## config.mk

```make
export PLATFORM = sky130hd
export DESIGN_NAME = iter_shifter
export DESIGN_NICKNAME = d
export VERILOG_FILES = /design/src/rtl/iter_shifter.sv
export SDC_FILE = /design/constraint.sdc
export NUM_CORES = 1
export LEC_CHECK = 0
export CAP_MARGIN = 40
export CORE_ASPECT_RATIO = 1.4
export CORE_MARGIN = 1
export CORE_UTILIZATION = 23
export DETAILED_ROUTE_END_ITERATION = 10
export PLACE_DENSITY_LB_ADDON = 0.12
export REMOVE_ABC_BUFFERS = 1
export SLEW_MARGIN = 20
export SYNTH_ARGS = -nofsm -noshare
export SYNTH_HDL_FRONTEND = slang
export SYNTH_SLANG_ARGS = --single-unit
```

## constraint.sdc

```tcl
create_clock -name clk -period 4.1 [get_ports clk]
set_input_delay 1.23 -clock clk [delete_from_list [all_inputs] [get_ports clk]]
set_output_delay 1.23 -clock clk [all_outputs]
set_load 0.02 [all_outputs]
```

## src/rtl/iter_shifter.sv

```systemverilog
// rtl/iter_shifter.sv - multi-cycle shift unit: one bit per clock, start/busy/done handshake, carry out.
module iter_shifter #(
  parameter int WIDTH = 16,
  parameter int AMT_W = 4
) (
  input  logic             clk,
  input  logic             reset,
  input  logic             start,
  input  logic [WIDTH-1:0] in,
  input  logic [1:0]       shift,
  input  logic [AMT_W-1:0] amt,
  output logic             busy,
  output logic             done,
  output logic [WIDTH-1:0] sout,
  output logic             carry
);

  typedef enum logic [1:0] {
    IDLE  = 2'd0,
    SHIFT = 2'd1,
    DONE  = 2'd2
  } state_t;

  localparam logic [1:0] OP_PASS = 2'b00;
  localparam logic [1:0] OP_LSL  = 2'b01;
  localparam logic [1:0] OP_LSR  = 2'b10;
  localparam logic [1:0] OP_ASR  = 2'b11;

  state_t           state;
  state_t           state_next;
  logic [1:0]       op;
  logic [AMT_W-1:0] count;
  logic             accept;

  always_ff @(posedge clk or negedge reset) begin
    if (!reset) begin
      state <= IDLE;
    end else begin
      state <= state_next;
    end
  end

  // A start is taken in IDLE or DONE; DONE-with-start chains straight into the next shift.
  always_comb begin
    state_next = state;
    busy       = 1'b0;
    done       = 1'b0;
    accept     = 1'b0;
    case (state)
      IDLE: begin
        if (start) begin
          accept     = 1'b1;
          state_next = SHIFT;
        end
      end
      SHIFT: begin
        busy = 1'b1;
        if (count == '0) begin
          state_next = DONE;
        end
      end
      DONE: begin
        done = 1'b1;
        if (start) begin
          accept     = 1'b1;
          state_next = SHIFT;
        end else begin
          state_next = IDLE;
        end
      end
      default: begin
        state_next = IDLE;
      end
    endcase
  end

  always_ff @(posedge clk or negedge reset) begin
    if (!reset) begin
      sout  <= '0;
      carry <= 1'b0;
      op    <= OP_PASS;
      count <= '0;
    end else if (accept) begin
      sout  <= in;
      carry <= 1'b0;
      op    <= shift;
      count <= (shift == OP_PASS) ? '0 : amt;
    end else if (state == SHIFT && count != '0) begin
      count <= count - 1'b1;
      case (op)
        OP_LSL: begin
          sout  <= {sout[WIDTH-2:0], 1'b0};
          carry <= sout[WIDTH-1];
        end
        OP_LSR: begin
          sout  <= {1'b0, sout[WIDTH-1:1]};
          carry <= sout[0];
        end
        OP_ASR: begin
          sout  <= {sout[WIDTH-1], sout[WIDTH-1:1]};
          carry <= sout[0];
        end
        default: begin
          sout  <= sout;
          carry <= carry;
        end
      endcase
    end
  end

endmodule
```

**Word level (Yosys, flattened, before mapping)**

Cells that the tools add are included.
W data, S select, Z words.

- Input port bits: 25
- Output and inout port bits: 19
- Register bits: 25

- Equal/unequal tests: 8
- Reduce and logical (&&, ||, !) cells: 15
- Muxes and demuxes: 17
- Add/sub/neg operators: 1

Operator list:

| cell | number |
|---|---|
| $pmux W16 S3 | 1 |
| $mux W16 | 2 |
| $mux W4 | 3 |
| $reduce_bool A4 Y1 | 2 |
| $mux W1 | 7 |
| $eq A2 B2 Y1 const B | 3 |
| $ne A2 B2 Y1 const B | 3 |
| $pmux W2 S3 | 1 |
| $reduce_and A2 Y1 | 3 |
| $reduce_bool A3 Y1 | 2 |
| $eq A2 B1 Y1 const B | 2 |
| $logic_not A2 Y1 | 2 |
| $logic_not A4 Y1 | 1 |
| $mux W2 | 2 |
| $reduce_or A2 Y1 | 2 |
| $sub A4 B1 Y4 const B | 1 |
| $reduce_and A3 Y1 | 1 |
| $pmux W1 S2 | 1 |
| $reduce_bool A2 Y1 | 1 |
| $logic_and A1 B1 Y1 | 1 |

**Logic depth before layout (Yosys ltp)**

Gate-level depths: netlist (run 1).

- Word-level depth: 5
- Gate-level depth with buffers: 7
- Gate-level depth less buffers: 5

**Worst setup path before layout (run 1)**

No wires, ideal clock.

- Path kind: input to register
- From: in start
- To: reg count[3]
- Arrival: 1.980 ns
- Setup slack: 2.038 ns
- Buffers on the path: 1
- Stages: 4
- Cell sequence: nor2b_1 > buf_2 > a32oi_1 > o22ai_1

- Longest elaborated chain between the ends: 3

RTL lines:

| element | line | text |
|---|---|---|
| from (decl) | 8 | `input logic start,` |
| $mux W1 (*) | 51, 64 |  |
| $mux W1 (*) | -- |  |
| $mux W4 or $reduce_bool A2 Y1 (tied branches) | -- |  |
| to (signal assigned) | 87 | `count <= (shift == OP_PASS) ? '0 : amt;` |
| to (signal assigned) | 89 | `count <= count - 1'b1;` |
| to (decl) | 32 | `logic [AMT_W-1:0] count;` |

Mark *: on every way between the ends. The rest lies on a longest branch, timed or not.
A chain may end at the register's enable or synchronous reset.

**Final worst setup path (run 1)**

- From: reg state[1]
- To: out busy

- Longest elaborated chain between the ends: 2

RTL lines:

| element | line | text |
|---|---|---|
| from (decl) | 29 | `state_t state;` |
| from (signal assigned) | 39 | `state <= state_next;` |
| $eq A2 B1 Y1 | 49 | `case (state)` |
| $mux W1 | 49 |  |
| to (decl) | 12 | `output logic busy,` |

Every way passes these cells.

==> summary.txt, run 1 <==
STA
  – Clock skew after layout: 0.00881 ns
  – Slew headroom: 0.472
  – Max-slew violations: 0
  – Sum Neg Setup Slack: 0 ns
  – Crit path time final: 3.41 ns
  – Max frequency: 293 MHz
  – # setup viols final: 0
  – Worst Tran Pin Value: 0.793 ns
  – Fin Hold WS: 0.548 ns
  – Period utilization: 0.832
  – RSZ-0062 raised after global routing: no
  – Fin. Hold Viols: 0

Pwr
  – Leakage power: 0.860 nW
  – PwrDens: 870 nW/um^2
  – Peak VDD IR: 0.353 mV

Drt
  – WL met1: 1950 microns
  – Vias: 1405
  – WL met2: 2470 microns
  – Detailed Route WL: 4650 microns
  – Vias per cell: 4.90
  – Antenna viol nets, final: 0
  – Drc violations: 0
  – DRT iter0 DRCs: 72
  – DRT Pass-1 Iters: 5
  – Met3 wire len: 181 microns
  – Routed WL per cell: 16.2 microns
  – Max Used Layer: met4

Place
  – Placer Congestion: 0.734
  – PortBufs: 43
  – Estimated wirelength of the detail-placed design: 3410 microns

Synthesis
  – Avg Inst Size Synth: 10.3 sq um
  – Synth unique cells: 42
  – #FFs+latches synth: 25
  – Ys async rst share: 1.00
  – Top_reg_cell synth: dfrtp_1
  – Mapped Cells: 155
  – Yosys warning count: 0
  – Seq/Total Area, Yosys: 0.392
  – Syn Std Cell Area: 1600 sq um
  – Post-synth EDFFs: 0

Worst setup path
  – Worst path max stage delay: 0.65 ns
  – R2R Path Start: op[1]
  – Crit path DAT: 2.18 ns
  – R2r worst-path depth: 4
  – CP required: 2.87 ns
  – Crit end category: output pin
  – R2R setup slack: 1.83 ns
  – Worst Setup Start Kind: register
  – Cells along the critical path: nand2b_1 > inv_2 > clkdlybuf4s50_1
  – Critical Setup Path Class: register to output pin
  – Slowest CP cell: clkdlybuf4s50_1
  – Max FO, Critical Path: 19
  – R2r endpoint: sout[0]

Floorplanning
  – Initial Utilization: 0.240
  – Die Ht: 101 microns
  – Die area: 7280 sq um
  – I/O Pins: 44
  – Core box area: 6660 sq um
  – Die X: 72.4 microns
  – Site row count: 35

Outcome
  – Status: complete, no violations

Global routing
  – Total gr overflow: 0
  – First-pass GRT wire length: 7610 microns
  – Largest net degree at the start of global routing: 26
  – Total track usage: 0.135
  – Initial antenna violation count: 0
  – Vias in the first global route: 1521

Clock network
  – CTS Buf Count: 3
  – H-tree level count: 1
  – Clock latency on the worst-skew pair: 0.28 ns
  – Postcts setup bufs: 0
  – Root Driver: clkbuf_8
  – Post-CTS Hold Fix Bufs: 0
  – Clock sink count: 25
  – Clock-pin slew on the worst setup and hold paths: 0.10 ns
  – CTS Buffer Depth: 2
  – Post_cts resized: 0
  – CTS tree: built

Final layout
  – Fin nets: 225
  – Area delta synth->final: 34.9%
  – Layout cell share with drive strength beyond 1: 0.133
  – Antenna cells: 0

Worst hold path
  – Worst hold path depth: 2
  – Worst Hold Path EP: carry
  – HP Class: register to register
  – Hold path start: carry

Run
  – Max cap viols: 0
[logic make-up (layout without fill, tap and decap cells)]
group / Yosys count / after routing / synth area share
AO/OA/AOI/OAI: 47 / 47 / 0.266
AND/OR/NAND/NOR: 46 / 46 / 0.155
flip-flops: 25 / 25 / 0.392
buffers and inverters: 19 / 59 / 0.0682
multiplexers: 14 / 14 / 0.0878
adder cells (fa/ha/maj): 4 / 4 / 0.0313
[how the worst max path moves through the flow]
stage                     startpoint  endpoint  slack (ns)  depth (start not counted)
after detailed placement    state[1]      busy        1.06                          3
after CTS                   state[1]      busy        0.72                          3
after global placement      state[1]      busy        1.06                          3
final                       state[1]      busy        0.69                          3
after global routing        state[1]      busy        0.57                          3
after floorplan                start  count[3]        1.56                          3
[registers in the layout (all words and copies together), names as in the netlist]
name / cells
sout: 16
count: 4
op: 2
state: 2
carry: 1
[layer usage]
layer  vias up  track usage
met5         -            0
met4         0       0.0407
met3         4       0.0190
met2        36        0.260
met1       694        0.150
li1        671            -
[through the flow]
| stage | area [sq um] | util | power, mW | instances | setup slack [ns] |
|---|---|---|---|---|---|
| 6_report | 2150 | 0.323 | 1.87 | 287 | 0.690 |
| 4_1_cts | 2150 | 0.323 | 1.90 | 287 | 0.724 |
| 3_5_place_dp | 2100 | 0.316 | 1.73 | 283 | 1.06 |
| 5_1_grt | 2150 | 0.323 | 2.02 | 287 | 0.572 |
| 3_3_place_gp | 2080 | 0.313 | 1.69 | 281 | 1.06 |
| 2_1_floorplan | 1510 | - | 1.28 | 143 | 1.56 |
[cell type report]
| type | count | area [sq um] |
|---|---|---|
| Timing Repair Buffer | 48 | 475 |
| Multi-Input combinational cell | 111 | 862 |
| Fill cell | 707 | 4500 |
| Tap cell | 92 | 115 |
| Sequential cell | 25 | 626 |
| Inverter | 7 | 26.3 |
| Clock buffer | 3 | 41.3 |
| Clock inverter | 1 | 7.51 |
[synth_stat cells (2+ instances only)]
cell      number  area, sq um
a221oi_1       2         17.5
o21ai_1        2         10.0
o211ai_2      10          125
mux2i_1       14          140
nor2_1         5         18.8
o311ai_0       4         35.0
o211ai_1       6         45.0
nor2b_1        2         12.5
nand2b_1       3         18.8
o311ai_1       9         78.8
nor4_1         3         18.8
a211oi_1       2         15.0
nand2_1       19         71.3
o21a_1         2         15.0
buf_2          8         40.0
and2_1         3         18.8
a32oi_1        3         26.3
dfrtp_1       25          626
inv_1          6         22.5
ha_1           4         50.1
nand3_1        2         10.0
[worst max-delay path, delay by kind of cell, from the launching register on]
family | cells | cell delay (ns)
flip-flops | 1 | 0.39
buffers and inverters | 2 | 1.00
AND/OR/NAND/NOR | 1 | 0.51
[placed cells by master, fill, tap and decap left out, types with 3 or more instances in the layout]
cell / netlist / routed
a32oi_1: 3 / 3
and2_1: 3 / 3
buf_4: 1 / 4
clkbuf_8: 0 / 3
clkdlybuf4s50_1: 0 / 43
dfrtp_1: 25 / 25
ha_1: 4 / 4
inv_1: 6 / 6
mux2i_1: 14 / 14
nand2_1: 19 / 19
nand2b_1: 3 / 3
nor2_1: 5 / 5
nor4_1: 3 / 3
o211ai_1: 6 / 6
o211ai_2: 10 / 10
o311ai_0: 4 / 4
o311ai_1: 9 / 9
[where the power goes]
part	internal, mW	switching [mW]
logic	0.528	0.645
registers	0.375	0.168
clock network	0.0691	0.0889
total	0.973	0.902
No activity file was read; power rests on OpenSTA's default activity.
==> inputs of run 2 (changes only) <==
==> constraint.sdc (replaced) <==
create_clock -name clk -period 3.35 [get_ports clk]
set_input_delay 1.005 -clock clk [delete_from_list [all_inputs] [get_ports clk]]
set_output_delay 1.005 -clock clk [all_outputs]
set_load 0.02 [all_outputs]
==> summary.txt, run 2 (synthesis results as in run 1) <==
Worst setup path
  – R2R setup slack: 1.39 ns
  – Cells along the critical path: nand2b_1 > inv_2 > clkdlybuf4s50_1
  – Crit path DAT: 1.65 ns
  – CP required: 2.34 ns
  – Worst Setup Start Kind: register
  – Critical Setup Path Class: register to output pin
  – Crit end category: output pin
  – Worst path max stage delay: 0.64 ns
  – Max FO, Critical Path: 9
  – Slowest CP cell: clkdlybuf4s50_1

Drt
  – Routed WL per cell: 16.3 microns
  – Detailed Route WL: 4700 microns
  – Vias per cell: 4.88
  – DRT Pass-1 Iters: 4
  – DRT iter0 DRCs: 42
  – Antenna viol nets, final: 0
  – Drc violations: 0
  – Vias: 1404

Final layout
  – Antenna cells: 0
  – Most frequent cells in the layout: 43 x clkdlybuf4s50_1, 25 x dfrtp_1, 19 x nand2_1, 14 x mux2i_1, 10 x o211ai_2
  – Max reg flops: 16
  – Final Cell Area: 2150 sq um
  – Fin util: 0.323
  – Area delta synth->final: 34.6%
  – Fin nets: 226
  – Most common cell after layout, fill and taps aside: clkdlybuf4s50_1
  – Layout cell share with drive strength beyond 1: 0.133
  – Most flops, register: sout
  – Top Registers: sout (16), count (4)

STA
  – # setup viols final: 0
  – Max-slew violations: 0
  – Fin Hold WS: 0.546 ns
  – Crit path time final: 2.65 ns
  – Worst Tran Pin Value: 0.821 ns
  – Sum Neg Setup Slack: 0 ns
  – Clock skew after layout: 0.00790 ns
  – Period utilization: 0.792
  – Slew headroom: 0.452
  – Fin. Hold Viols: 0
  – Max frequency: 377 MHz
  – RSZ-0062 raised after global routing: no

Clock network
  – Postcts setup bufs: 0
  – CTS Buf Count: 3
  – H-tree level count: 1
  – CTS Buffer Depth: 2
  – Post_cts resized: 0
  – Post-CTS Hold Fix Bufs: 0
  – Clock latency on the worst-skew pair: 0.28 ns
  – CTS tree: built
  – Clock-pin slew on the worst setup and hold paths: 0.10 ns
  – Root Driver: clkbuf_8
  – Clock sink count: 25

Floorplanning
  – Core box area: 6660 sq um
  – Die area: 7280 sq um
  – Die X: 72.4 microns
  – Site row count: 35
  – I/O Pins: 44
  – Die Ht: 101 microns
  – Initial Utilization: 0.240

Run
  – Max cap viols: 0

Worst hold path
  – HP Class: register to register

Global routing
  – Total track usage: 0.137
  – Largest net degree at the start of global routing: 26
  – First-pass GRT wire length: 7730 microns
  – Initial antenna violation count: 0
  – Total gr overflow: 0
  – Vias in the first global route: 1486

Place
  – Placed instance area: 2100 sq um
  – Placer Congestion: 0.779
  – PortBufs: 43
  – Estimated wirelength of the detail-placed design: 3270 microns

Pwr
  – PwrDens: 1070 nW/um^2
  – Peak VDD IR: 0.355 mV
  – Leakage power: 0.863 nW

Outcome
  – Status: complete, no violations
run 2: layout make-up:
cell class                 instances  area (sq um)
timing repair buffer              49           475
sequential                        25           626
tap                               92           115
multi-input combinational        111           862
clock buffer                       4          45.0
fill                             739          4510
inverter                           7          26.3
run 2: where the power goes:
part	switching [mW]	internal, mW	leakage [nW]	total, mW
combinational	0.814	0.654	0.535	1.47
clock	0.107	0.0854	0.0228	0.193
sequential	0.170	0.460	0.305	0.629
total	1.09	1.20	0.863	2.29
run 2: worst paths after layout:
kind / end / cells after the start / from
setup / recovery: busy / 3 / state[1]
min in group asynchronous: op[0] / 2 / reset
max in group asynchronous: sout[13] / 2 / reset
setup reg to reg: sout[0] / 5 / op[1]
hold reg to reg: carry / 2 / carry
hold / removal: carry / 2 / carry
run 2: worst max-delay path, delay by kind of cell, from the launching register on:
| kind | cells | cell delay, ns |
|---|---|---|
| buffers and inverters | 2 | 0.82 |
| DFF | 1 | 0.38 |
| and+or+nand+nor | 1 | 0.17 |
run 2: metrics by stage:
| step | setup WS [ns] | power (mW) | std cells |
|---|---|---|---|
| 6_report | 0.698 | 2.29 | 288 |
| 3_3_place_gp | 0.751 | 2.10 | 284 |
| 2_1_floorplan | 1.04 | 1.57 | 143 |
| 3_5_place_dp | 0.724 | 2.12 | 284 |
| 5_1_grt | 0.629 | 2.48 | 288 |
| 4_1_cts | 0.692 | 2.32 | 288 |
run 2: metal layers:
layer	track usage	vias up	wire length, microns
met5	0	-	0
met4	0.0603	0	98
met3	0.0190	9	117
met2	0.237	30	2440
met1	0.168	693	2050
li1	-	672	-
